$ cat src/rtl/dct_requantizer.sv
`default_nettype none
// ============================================================================
// dct_requantizer: 2-stage round + range-check of N_CH fixed-point DCT coefs.
// Optional clamping of overflowed channels via DCT_REQUANT_SAT_EN.  Rev 1.0
// ============================================================================
module dct_requantizer #(
  parameter int N_CH   = 8,
  parameter int IN_W   = 19,
  parameter int FRAC_W = 7,
  parameter int OUT_W  = 12
) (
  input  logic                    clk,
  input  logic                    rst_n,
  input  logic                    in_valid,
  output logic                    in_ready,
  input  logic [N_CH*IN_W-1:0]    in_data,
  output logic                    out_valid,
  input  logic                    out_ready,
  output logic [N_CH*OUT_W-1:0]   out_data,
  output logic [N_CH-1:0]         out_ovf,
  output logic [15:0]             ovf_count,
  input  logic                    ovf_clr
);

  localparam int c_rw = IN_W + 1 - FRAC_W;
  localparam logic [IN_W:0] c_half = (IN_W+1)'(2**(FRAC_W-1));
  localparam logic signed [c_rw-1:0] c_max = c_rw'(2**(OUT_W-1) - 1);
  localparam logic signed [c_rw-1:0] c_min = c_rw'(-(2**(OUT_W-1)));

  logic                            r_s1_valid;
  logic [N_CH-1:0][c_rw-1:0]       r_s1_r;
  logic                            r_s2_valid;
  logic [N_CH-1:0][OUT_W-1:0]      r_out_data;
  logic [N_CH-1:0]                 r_out_ovf;
  logic [15:0]                     r_ovf_count;

  logic                            w_s2_load;
  logic                            w_s1_load;
  logic                            w_out_fire;
  logic [N_CH-1:0][c_rw-1:0]       w_r;
  logic [N_CH-1:0][OUT_W-1:0]      w_q;
  logic [N_CH-1:0]                 w_ovf;

  // One guard bit keeps the +half addition from wrapping at the positive limit.
  function automatic logic [c_rw-1:0] f_round(input logic [IN_W-1:0] x);
    logic [IN_W:0] s;
    s = {x[IN_W-1], x} + c_half;
    return s[IN_W:FRAC_W];
  endfunction

  assign w_s2_load  = !r_s2_valid || out_ready;
  assign w_s1_load  = !r_s1_valid || w_s2_load;
  assign w_out_fire = r_s2_valid && out_ready;

  always_comb begin
    w_r = '0;
    for (int k = 0; k < N_CH; k++) begin
      w_r[k] = f_round(in_data[k*IN_W +: IN_W]);
    end
  end

  always_comb begin
    w_q   = '0;
    w_ovf = '0;
    for (int k = 0; k < N_CH; k++) begin
      w_ovf[k] = ($signed(r_s1_r[k]) > c_max) || ($signed(r_s1_r[k]) < c_min);
`ifdef DCT_REQUANT_SAT_EN
      if ($signed(r_s1_r[k]) > c_max)
        w_q[k] = {1'b0, {(OUT_W-1){1'b1}}};
      else if ($signed(r_s1_r[k]) < c_min)
        w_q[k] = {1'b1, {(OUT_W-1){1'b0}}};
      else
        w_q[k] = r_s1_r[k][OUT_W-1:0];
`else
      w_q[k] = r_s1_r[k][OUT_W-1:0];
`endif
    end
  end

  always_ff @(posedge clk or negedge rst_n) begin
    if (!rst_n) begin
      r_s1_valid <= 1'b0;
      r_s1_r     <= '0;
    end else if (w_s1_load) begin
      r_s1_valid <= in_valid;
      if (in_valid) r_s1_r <= w_r;
    end
  end

  always_ff @(posedge clk or negedge rst_n) begin
    if (!rst_n) begin
      r_s2_valid <= 1'b0;
      r_out_data <= '0;
      r_out_ovf  <= '0;
    end else if (w_s2_load) begin
      r_s2_valid <= r_s1_valid;
      if (r_s1_valid) begin
        r_out_data <= w_q;
        r_out_ovf  <= w_ovf;
      end
    end
  end

  // Clear has priority over a same-cycle increment; the count sticks at all-ones.
  always_ff @(posedge clk or negedge rst_n) begin
    if (!rst_n)
      r_ovf_count <= '0;
    else if (ovf_clr)
      r_ovf_count <= '0;
    else if (w_out_fire && (|r_out_ovf) && (r_ovf_count != 16'hFFFF))
      r_ovf_count <= r_ovf_count + 16'd1;
  end

  assign in_ready  = w_s1_load;
  assign out_valid = r_s2_valid;
  assign out_data  = r_out_data;
  assign out_ovf   = r_out_ovf;
  assign ovf_count = r_ovf_count;

endmodule
`default_nettype wire

$ cat config.mk
export PLATFORM = sky130hd
export DESIGN_NAME = dct_requantizer
export DESIGN_NICKNAME = d
export VERILOG_FILES = /design/src/rtl/dct_requantizer.sv
export SDC_FILE = /design/constraint.sdc
export NUM_CORES = 1
export LEC_CHECK = 0
export CORE_MARGIN = 2
export CORE_UTILIZATION = 49
export DETAILED_ROUTE_END_ITERATION = 7
export PLACE_DENSITY = 0.78
export RECOVER_POWER = 100
export SETUP_SLACK_MARGIN = 0.5
export SYNTH_ARGS = -nofsm -noshare
export SYNTH_HDL_FRONTEND = slang
export SYNTH_SLANG_ARGS = --single-unit
$ cat constraint.sdc
create_clock -name clk -period 2.04 [get_ports clk]
set_input_delay 0.306 -clock clk [delete_from_list [all_inputs] [get_ports clk]]
set_output_delay 0.306 -clock clk [all_outputs]
set_load 0.02 [all_outputs]
==> results of run 1 <==
[final cells by class]
class	count	share of cell area, %
Sequential cell	226	38.8
Multi-Input combinational cell	655	32.2
Timing Repair Buffer	324	20.2
Clock buffer	29	4.59
Tap cell	275	2.36
Clock inverter	17	1.55
Inverter	10	0.257
Antenna cell	2	0.0343
[stage by stage]
| stage | instance area (um^2) | hold slack [ps] | TNS (ps) | worst slack, ps |
|---|---|---|---|---|
| after floorplan | 10400 | 10.4 | 0 | 283 |
| after global placement | 13300 | 146 | -519 | -42.7 |
| after detailed placement | 13300 | 147 | -2220 | -85.4 |
| after CTS | 14400 | 204 | 0 | 233 |
| after global routing | 14600 | 397 | 0 | 107 |
| final | 14600 | 380 | 0 | 155 |
[logic make-up (layout without fill, tap and decap cells)]
logic type / Yosys count / count (layout) / synth area share (%)
adders and majority gates: 9 / 9 / 1.09
DFF: 226 / 226 / 54.7
muxes: 108 / 108 / 11.8
buffers and inverters: 52 / 380 / 2.21
other: 0 / 2 / 0
and+or+nand+nor: 302 / 302 / 14.8
xor gates and xnor gates: 96 / 96 / 8.13
AOI/OAI and AO/OA: 139 / 140 / 7.36
[placed cells by master (no fill, tap or decap), types with 8 or more instances in the layout]
cell,n
xnor2_1,65
nand3_1,31
buf_2,12
buf_6,17
nand2_1,133
xor2_1,31
buf_4,41
mux2_2,103
clkbuf_16,32
buf_12,10
clkbuf_1,56
nand4_1,34
clkdlybuf4s50_1,106
o41ai_1,8
clkdlybuf4s25_1,64
nor3_1,32
dfrtp_1,219
inv_1,10
o21ai_0,103
nor2_1,15
ha_1,8
[repair_timing]
item	in CTS	in global routing
pin swaps	29	17
hold buffers	1	0
cloned	1	8
setup buffers	27	16
endpoints found under the hold margin	226	0
resized for setup	309	135
setup endpoints to repair	165	166
[per-layer routing]
metal  track usage (%)  wire length, um  vias to the layer above
met3              4.71             1700                       60
li1                  -                -                     3944
met2              37.8            13800                      257
met5                 0                0                        -
met4              7.48              837                        0
met1              29.5            11400                     4037
[registers in the layout (all words and copies together), names as in the netlist]
register	cells
out_data	96
out_ovf	8
out_valid	1
ovf_count	16
r_s1_r	104
r_s1_valid	1
[path summary, 6_finish.rpt]
check,start,endpoint,slack (ps),cells after the start
max,ovf_count[9]$_DFFE_PN0P_,ovf_count[13]$_DFFE_PN0P_,160,6
min,out_ready,r_s1_valid$_DFFE_PN0N_,380,4
max reg2reg,ovf_count[9]$_DFFE_PN0P_,ovf_count[13]$_DFFE_PN0P_,160,6
min reg2reg,r_s1_r[19]$_DFFE_PN0P_,r_s1_r[19]$_DFFE_PN0P_,470,2
max in group asynchronous,rst_n,out_data[54]$_DFFE_PN0P_,470,3
min in group asynchronous,rst_n,out_data[15]$_DFFE_PN0P_,580,2
[critical path: cells and delay by family (launching register included)]
family	cells	cell delay [ps]
AND/OR/NAND/NOR	3	580
flip-flops	1	480
buffers and inverters	2	450
multiplexers	1	270
[synth_stat cells (7+ instances only)]
| cell type | instances |
|---|---|
| a21oi_1 | 12 |
| and4_1 | 8 |
| buf_2 | 21 |
| clkbuf_1 | 19 |
| dfrtp_1 | 226 |
| ha_1 | 9 |
| inv_1 | 10 |
| mux2_2 | 106 |
| nand2_1 | 138 |
| nand3_1 | 33 |
| nand4_1 | 33 |
| nor2_1 | 15 |
| nor3_1 | 32 |
| nor4_1 | 7 |
| o21ai_0 | 107 |
| o31ai_1 | 8 |
| o41ai_1 | 8 |
| or4_1 | 8 |
| xnor2_1 | 65 |
| xor2_1 | 31 |
[power groups by stage]
stage	combinational (mW)	clock, mW	sequential (mW)
2_1_floorplan	1.11	0	6.50
3_3_place_gp	3.62	0	5.88
3_5_place_dp	3.68	0	5.92
4_1_cts	3.50	4.93	5.84
5_1_grt	3.77	5.16	5.96
6_report	3.52	4.84	5.85
==> results.md, run 1 <==
* # setup viols final at 0
* Vias in the first global route at 8070
* CORE AREA at 20900 um^2
* Fin cells at 1538
* Share of power burned in combinational logic at 24.8%
* Syn. warnings at 0
* Die ar. at 22300 um^2
* Total track usage at 22.6%
* Peak supply drop at 0.558 mV
* # IOs at 279
* CTS tree: built
* Chip Width at 149 um
* CP startpoint kind: flop
* Worst Tran Pin Value at 1220 ps
* Clk sinks at 226
* Post-layout util at 69.9%
* Crit-path cells: nand4_1, nor4_4, clkbuf_2, buf_4, nor4b_4, mux2_2
* Max Freq at 0.531 GHz
* Min-delay worst type: input pin to flop
* Switching Power at 4.25 mW
* Final hold vios at 0
* Clk root buf: clkbuf_16
* DR vias/cell at 5.40
* Critical path's slowest cell: dfrtp_1
* Internal power at 9.96 mW
* Mapped Area at 10300 um^2
* Sequential Power Share at 41.2%
* Primary FF master, synth: dfrtp_1
* Largest net degree at the start of global routing at 73
* Placed Cells incl. Taps at 1437
* Fill cells at 1565
* Register area at 5660 um^2
* Worst skew pair latency at 520 ps
* Netlist cell types at 42
* First-pass GRT wire length at 40600 um
* DRT iter0 DRCs at 359
* Lkg Pwr at 6.03 nW
* Main area contributors after synthesis: dfrtp_1 55%, mux2_2 12%, xnor2_1 5.5%
* Final Max Slew Viols at 0
* DR pass1 iterations at 6
* Power per cell area at 973 nW/um^2
* DR WL/cell at 18.0 um
* Antenna violations before repair at 2
* Final Net Count at 1408
* Row cnt at 53
* Clock Skews at 8.49 ps
* Layout cells sized above 1 at 23.2%
* Htree depth at 1
* Area occupied by multi-input gates at 4700 um^2
* Worst setup EP type: flop
* Final GP Congestion at 0.878
* Remaining DRCs at 0
* Max-cap viol count at 0
* Area delta synth->final at 41.1%
* Slew headroom at 18.4%
* Period utilization at 92.4%
* Starting Density at 49.5%
* Mean Syn Cell Area at 11.1 um^2
* Cells after Synth at 932
* Area leader, netlist: dfrtp_1
* CTS Buf Count at 25
* Sequential element share of the synthesized area at 54.7%
* Worst-path clk slew at 60 ps
* Final period demand of the worst path at 1880 ps
* Post-DRT Antenna Nets at 0
* Total Power at 14.2 mW
* Largest stage delay on the critical path at 480 ps
* CP max FO at 7
* Seq cells post-synth at 226
* DPL Wire Length at 17500 um
* Status: completed
* Share of synthesized flip-flops with an asynchronous set or reset at 100%
* Sw Share at 29.9%
* Total number of vias at 8298
* RSZ-0062 raised after global routing: true
* Clock power frac at 34.1%
* Maximum buffer depth of the clock tree at 3
* Grt ovf at 0
* Routed WL at 27700 um
* Die H at 149 um
* Post-synth net total at 1098
* Crit path DAT at 2290 ps
* Synth top area share at 54.7%
* Port Buffers at 230
* Kind of critical path: flop to flop
* Post-synth EDFFs at 0
* Required time at the worst-slack endpoint at 2450 ps
No activity file was read; power rests on OpenSTA's default activity.
==> run 2: changes to the inputs <==
--- a/config.mk
+++ b/config.mk
@@ -6,11 +6,12 @@
 export NUM_CORES = 1
 export LEC_CHECK = 0
 export CORE_MARGIN = 2
-export CORE_UTILIZATION = 49
+export CORE_UTILIZATION = 44
 export DETAILED_ROUTE_END_ITERATION = 7
-export PLACE_DENSITY = 0.78
+export PLACE_DENSITY = 0.74
 export RECOVER_POWER = 100
 export SETUP_SLACK_MARGIN = 0.5
 export SYNTH_ARGS = -nofsm -noshare
 export SYNTH_HDL_FRONTEND = slang
 export SYNTH_SLANG_ARGS = --single-unit
+export TNS_END_PERCENT = 1
==> constraint.sdc (replaced) <==
create_clock -name clk -period 1.6 [get_ports clk]
set_input_delay 0.24 -clock clk [delete_from_list [all_inputs] [get_ports clk]]
set_output_delay 0.24 -clock clk [all_outputs]
set_load 0.02 [all_outputs]
==> results.md, run 2 (same netlist as run 1, synthesis figures left out) <==
* CP max FO at 5 (-2)
* Row cnt at 56 (+5.7%)
* Clk root buf: clkbuf_16
* Share of power burned in combinational logic at 27.8% (+3.0 points)
* Fin cells at 1669 (+8.5%)
* Period utilization at 113% (+21 points)
* Total Power at 18.7 mW (+32%)
* Dpl cell area at 14300 um^2 (+7.9%)
* Vias in the first global route at 8787 (+8.9%)
* Register area at 5670 um^2 (about the same)
* DPL Wire Length at 18900 um (+7.5%)
* Commonest non-fill, non-tap cell in the layout: dfrtp_1
* Final period demand of the worst path at 1810 ps (-76.1 ps)
* Diodes inserted at 0 (-2)
* Total number of vias at 8722 (+5.1%)
* RSZ-0062 raised after global routing: true
* DR pass1 iterations at 4 (-2)
* Crit path DAT at 2200 ps (-90 ps)
* Worst setup EP type: flop
* Largest net degree at the start of global routing at 50 (-32%)
* CORE AREA at 23300 um^2 (+11%)
* Final hold vios at 0 (unchanged)
* Min-delay worst type: input pin to flop
* Final GP Congestion at 0.850 (-3.2%)
* Clock Skews at 6.00 ps (-2.49 ps)
* Crit-path cells: ha_4, nand4_4, or4_1, and3_1, mux2_4
* Max-cap viol count at 0 (unchanged)
* Area delta synth->final at 55.3%
* Worst Tran Pin Value at 1110 ps (-115 ps)
* CP bufs+invs at 0 (-2)
* Final Net Count at 1498 (+6.4%)
* Total track usage at 22.0% (-0.61 points)
* Die ar. at 24800 um^2 (+11%)
* Worst skew pair latency at 510 ps (about the same)
* Largest stage delay on the critical path at 510 ps (+30 ps)
* # IOs at 279 (unchanged)
* Hold depth at 3 (-1)
* Max FFs per register at 104 (unchanged)
* Final Max Slew Viols at 0 (unchanged)
* Internal power at 12.8 mW (+29%)
* Clock power frac at 31.3% (-2.8 points)
* Port Buffers at 230 (unchanged)
* Slew headroom at 26.1% (+7.7 points)
* Final worst slack at -209 ps (-364 ps)
* Kind of critical path: flop to flop
* WHS at 378 ps (-1.74 ps)
* Switching Power at 5.88 mW (+38%)
* Lkg Pwr at 7.13 nW (+18%)
* Max Freq at 0.553 GHz (+4.2%)
* Starting Density at 44.5% (-5.1 points)
* Die H at 157 um (+5.4%)
* Layout cells sized above 1 at 40.1% (+17 points)
* Total stage count of the critical path at 5 (-1)
* CP startpoint kind: flop
* CTS Buf Count at 25 (unchanged)
* Area occupied by multi-input gates at 5710 um^2 (+21%)
* Clk sinks at 226 (unchanged)
* Sequential Power Share at 40.9% (-0.3 points)
* Status: finished, violations left
* CTS tree: built
* Routed WL at 28800 um (+3.9%)
* Post-DRT Antenna Nets at 0 (unchanged)
* Remaining DRCs at 0 (unchanged)
* DR vias/cell at 5.23 (-3.1%)
* Htree depth at 1 (unchanged)
* Critical path's slowest cell: or4_1
* Maximum buffer depth of the clock tree at 3 (unchanged)
* Pre-CTS WS at -670 ps (-584 ps)
* Grt ovf at 0 (unchanged)
* DRT iter0 DRCs at 341 (-5.0%)
* Required time at the worst-slack endpoint at 1990 ps (-460 ps)
* Critical path's top delay family: simple AND/OR/NAND/NOR gates
* Failing checks: negative setup slack
* Fill cells at 1691 (+8.1%)
* First-pass GRT wire length at 44200 um (+8.7%)
* # setup viols final at 133 (+133)
* Most frequent cells in the layout: 216 x dfrtp_1, 132 x buf_4, 107 x clkbuf_1, 107 x clkdlybuf4s50_1, 96 x mux2_4
* Sw Share at 31.4% (+1.5 points)
* Antenna violations before repair at 0 (-2)
* Placed Cells incl. Taps at 1615 (+12%)
* Post-layout util at 69.1% (-0.84 points)
* Worst-path clk slew at 60 ps (about the same)
* DR WL/cell at 17.2 um (-4.2%)
* Top reg by flops: r_s1_r
* Chip Width at 157 um (+5.4%)
* Power per cell area at 1160 nW/um^2 (+20%)
* Peak supply drop at 0.804 mV (+44%)
* Fin area at 16100 um^2 (+10%)
* Setup TNS Final at -8260 ps (-8260 ps)
* R2R cell count at 5 (-1)
[run 2: area by class of cell]
type	count	share of cell area, %
Tap cell	319	2.48
Clock buffer	32	4.31
Timing Repair Buffer	415	21.2
Sequential cell	226	35.3
Inverter	10	0.234
Clock inverter	13	0.927
Multi-Input combinational cell	654	35.6
[run 2: worst paths after layout]
| path | start | to | slack, ps |
|---|---|---|---|
| max | ovf_count[1]$_DFFE_PN0P_ | ovf_count[15]$_DFFE_PN0P_ | -210 |
| min | in_data[56] | r_s1_r[38]$_DFFE_PN0P_ | 380 |
| max reg2reg | ovf_count[1]$_DFFE_PN0P_ | ovf_count[15]$_DFFE_PN0P_ | -210 |
| min reg2reg | r_s1_r[33]$_DFFE_PN0P_ | r_s1_r[33]$_DFFE_PN0P_ | 500 |
| max in group asynchronous | rst_n | out_data[60]$_DFFE_PN0P_ | 110 |
| min in group asynchronous | rst_n | out_data[26]$_DFFE_PN0P_ | 490 |
[run 2: power groups by stage]
stage	clock, mW	sequential (mW)	combinational [mW]
2_1_floorplan	0	8.26	1.39
3_3_place_gp	0	7.47	4.93
3_5_place_dp	0	7.51	5.02
4_1_cts	5.94	7.64	5.72
5_1_grt	6.16	7.78	5.56
6_report	5.85	7.65	5.20
[run 2: worst min-delay path, stage by stage]
cell             delay [ps]
clkdlybuf4s50_1         430
o41ai_1                 110
o21ai_2                  60
[run 2: repair_timing]
action / CTS / global route
gates cloned: 0 / 1
pin swaps: 31 / 103
endpoints found under the hold margin: 188 / 0
setup endpoints to repair: 346 / 346
hold buffers: 1 / 0
gates resized for setup: 912 / 331
setup buffers: 4 / 3
[run 2: layer usage]
metal | vias up | GRT usage, % | part of all wire (%)
li1 | 4130 | - | -
met1 | 4304 | 28.3 | 42
met2 | 236 | 38.2 | 51
met3 | 52 | 4.38 | 5.2
met4 | 0 | 5.28 | 2.1
met5 | - | 0 | 0
==> run 3: changes to the inputs <==
--- a/config.mk
+++ b/config.mk
@@ -5,11 +5,11 @@
 export SDC_FILE = /design/constraint.sdc
 export NUM_CORES = 1
 export LEC_CHECK = 0
+export CAP_MARGIN = 20
 export CORE_MARGIN = 2
 export CORE_UTILIZATION = 44
 export DETAILED_ROUTE_END_ITERATION = 7
 export PLACE_DENSITY = 0.74
-export RECOVER_POWER = 100
 export SETUP_SLACK_MARGIN = 0.5
 export SYNTH_ARGS = -nofsm -noshare
 export SYNTH_HDL_FRONTEND = slang
==> results.md, run 3 (same netlist as run 1, synthesis figures left out) <==
* Status: finished, violations left
* Failing checks: negative setup slack
* # IOs at 279 (unchanged)
* Max Freq at 0.553 GHz (about the same)
* Die ar. at 24800 um^2 (unchanged)
* Pre-CTS WS at -670 ps (unchanged)
* DR pass1 iterations at 4 (unchanged)
* Dpl cell area at 14300 um^2 (unchanged)
* Die H at 157 um (unchanged)
* Total length of routed met2 wires at 14600 um (+0.30%)
* CTS Buf Count at 25 (unchanged)
* CP max FO at 5 (unchanged)
* RSZ-0062 raised after global routing: true
* Most frequent cells in the layout: 216 x dfrtp_1, 140 x buf_6, 138 x buf_4
* Post-layout util at 72.9% (+3.8 points)
* Total number of vias at 8702 (-0.23%)
* CP bufs+invs at 0 (unchanged)
* Setup TNS Final at -1600 ps (+6660 ps)
* Maximum buffer depth of the clock tree at 3 (unchanged)
* Worst reg2reg endpoint: ovf_count[15]$_DFFE_PN0P_
* Critical path's slowest cell: or4_1
* Final hold vios at 0 (unchanged)
* Row cnt at 56 (unchanged)
* Total Power at 19.8 mW (+6.1%)
* CP startpoint kind: flop
* Starting Density at 44.5% (unchanged)
* Worst-path clk slew at 60 ps (about the same)
* Required time at the worst-slack endpoint at 1990 ps (about the same)
* DPL Wire Length at 18900 um (unchanged)
* Clk sinks at 226 (unchanged)
* Period utilization at 113% (about the same)
* Diodes inserted at 0 (unchanged)
* Worst Tran Pin Value at 526 ps (-582 ps)
* Power per cell area at 1170 nW/um^2 (+0.52%)
* Commonest non-fill, non-tap cell in the layout: dfrtp_1
* Final GP Congestion at 0.850 (unchanged)
* Final Max Slew Viols at 0 (unchanged)
* Grt ovf at 0 (unchanged)
* Kind of critical path: flop to flop
* Port Buffers at 230 (unchanged)
* Layout cells sized above 1 at 48.1% (+7.9 points)
* Fin cells at 1669 (unchanged)
* Chip Width at 157 um (unchanged)
* Peak supply drop at 0.916 mV (+14%)
* Register area at 5670 um^2 (unchanged)
* Slew headroom at 64.4% (+38 points)
* Area occupied by multi-input gates at 5740 um^2 (+0.42%)
* Largest net degree at the start of global routing at 50 (unchanged)
* Met1 Routed Length at 12000 um (-0.71%)
* Top reg by flops: r_s1_r
* CORE AREA at 23300 um^2 (unchanged)
* Max-cap viol count at 0 (unchanged)
* Lkg Pwr at 7.68 nW (+7.7%)
* DR vias/cell at 5.21 (-0.23%)
* Largest stage delay on the critical path at 510 ps (about the same)
* Htree depth at 1 (unchanged)
* Worst skew pair latency at 510 ps (about the same)
* Total track usage at 22.0% (unchanged)
* Min-delay worst type: input pin to asynchronous set/reset pin
* Max FFs per register at 104 (unchanged)
* Vias in the first global route at 8787 (unchanged)
* Fin area at 17000 um^2 (+5.6%)
* Crit path DAT at 2200 ps (about the same)
* R2R cell count at 5 (unchanged)
* Placed Cells incl. Taps at 1615 (unchanged)
* Clk root buf: clkbuf_16
* R2R setup slack at -210 ps (about the same)
* Clock Skews at 5.97 ps (-0.0294 ps)
* Max Used Layer: met4
* Crit-path cells: ha_4, nand4_4, or4_1, and3_1, mux2_4
* CTS tree: built
* Remaining DRCs at 0 (unchanged)
* DRT iter0 DRCs at 381 (+12%)
* DR WL/cell at 17.2 um (-0.13%)
* Worst setup EP type: flop
* First-pass GRT wire length at 44200 um (unchanged)
* Wire length on met3 at 1520 um (+0.93%)
* FF-to-FF Start: ovf_count[1]$_DFFE_PN0P_
* Fill cells at 1518 (-10%)
* Final worst slack at -208 ps (+0.525 ps)
* Area delta synth->final at 63.9%
* Final period demand of the worst path at 1810 ps (-0.525 ps)
* # setup viols final at 16 (-88%)
* Antenna violations before repair at 0 (unchanged)
* WHS at 223 ps (-156 ps)
* Final Net Count at 1498 (unchanged)
* Routed WL at 28700 um (-0.13%)
* Post-DRT Antenna Nets at 0 (unchanged)
* Critical path's top delay family: simple AND/OR/NAND/NOR gates
[run 3: cell count changes in the layout (fill, tap and decap cells not counted), sizes merged]
cell | before | now
buf | 191 | 306
clkbuf | 147 | 32
[run 3: layout make-up]
type                            instances  area share, %
Multi-Input combinational cell        654           33.8
Sequential cell                       226           33.4
Timing Repair Buffer                  415           25.2
Clock buffer                           32           4.08
Tap cell                              319           2.35
Clock inverter                         13          0.878
Inverter                               10          0.221
[run 3: worst max-delay path by stage]
| stage | from | endpoint | slack [ps] | depth (start not counted) |
|---|---|---|---|---|
| final | ovf_count[1]$_DFFE_PN0P_ | ovf_count[15]$_DFFE_PN0P_ | -210 | 5 |
| after global routing | ovf_count[11]$_DFFE_PN0P_ | ovf_count[13]$_DFFE_PN0P_ | -230 | 6 |
| after CTS | ovf_count[1]$_DFFE_PN0P_ | ovf_count[15]$_DFFE_PN0P_ | -210 | 5 |
| after detailed placement | out_ready | ovf_count[13]$_DFFE_PN0P_ | -670 | 5 |
| after global placement | out_ready | ovf_count[13]$_DFFE_PN0P_ | -470 | 5 |
| after floorplan | ovf_count[1]$_DFFE_PN0P_ | ovf_count[15]$_DFFE_PN0P_ | -160 | 5 |
[run 3: where the power goes]
group          total (mW)  switching, mW  internal, mW
combinational        6.19           2.71          3.48
clock                5.85           2.31          3.53
sequential           7.80          0.999          6.80
[run 3: worst reg2reg max path, delay by kind of cell (launching register included)]
family                     cells  cell delay, ps
and+or+nand+nor                3             820
DFF                            1             410
muxes                          1             290
adders and majority gates      1             160
[run 3: what timing repair did]
action | in CTS | in global routing
hold endpoints to repair | 188 | 0
gates resized for setup | 912 | 331
setup endpoints to repair | 346 | 346
buffers inserted | 4 | 3
pin swaps | 31 | 103
cloned | 0 | 1
hold buffers | 1 | 0
[run 3: layer usage]
metal | global-route usage, % | vias up
met4 | 5.28 | 0
met3 | 4.38 | 52
met5 | 0 | -
li1 | - | 4131
met1 | 28.3 | 4292
met2 | 38.2 | 227
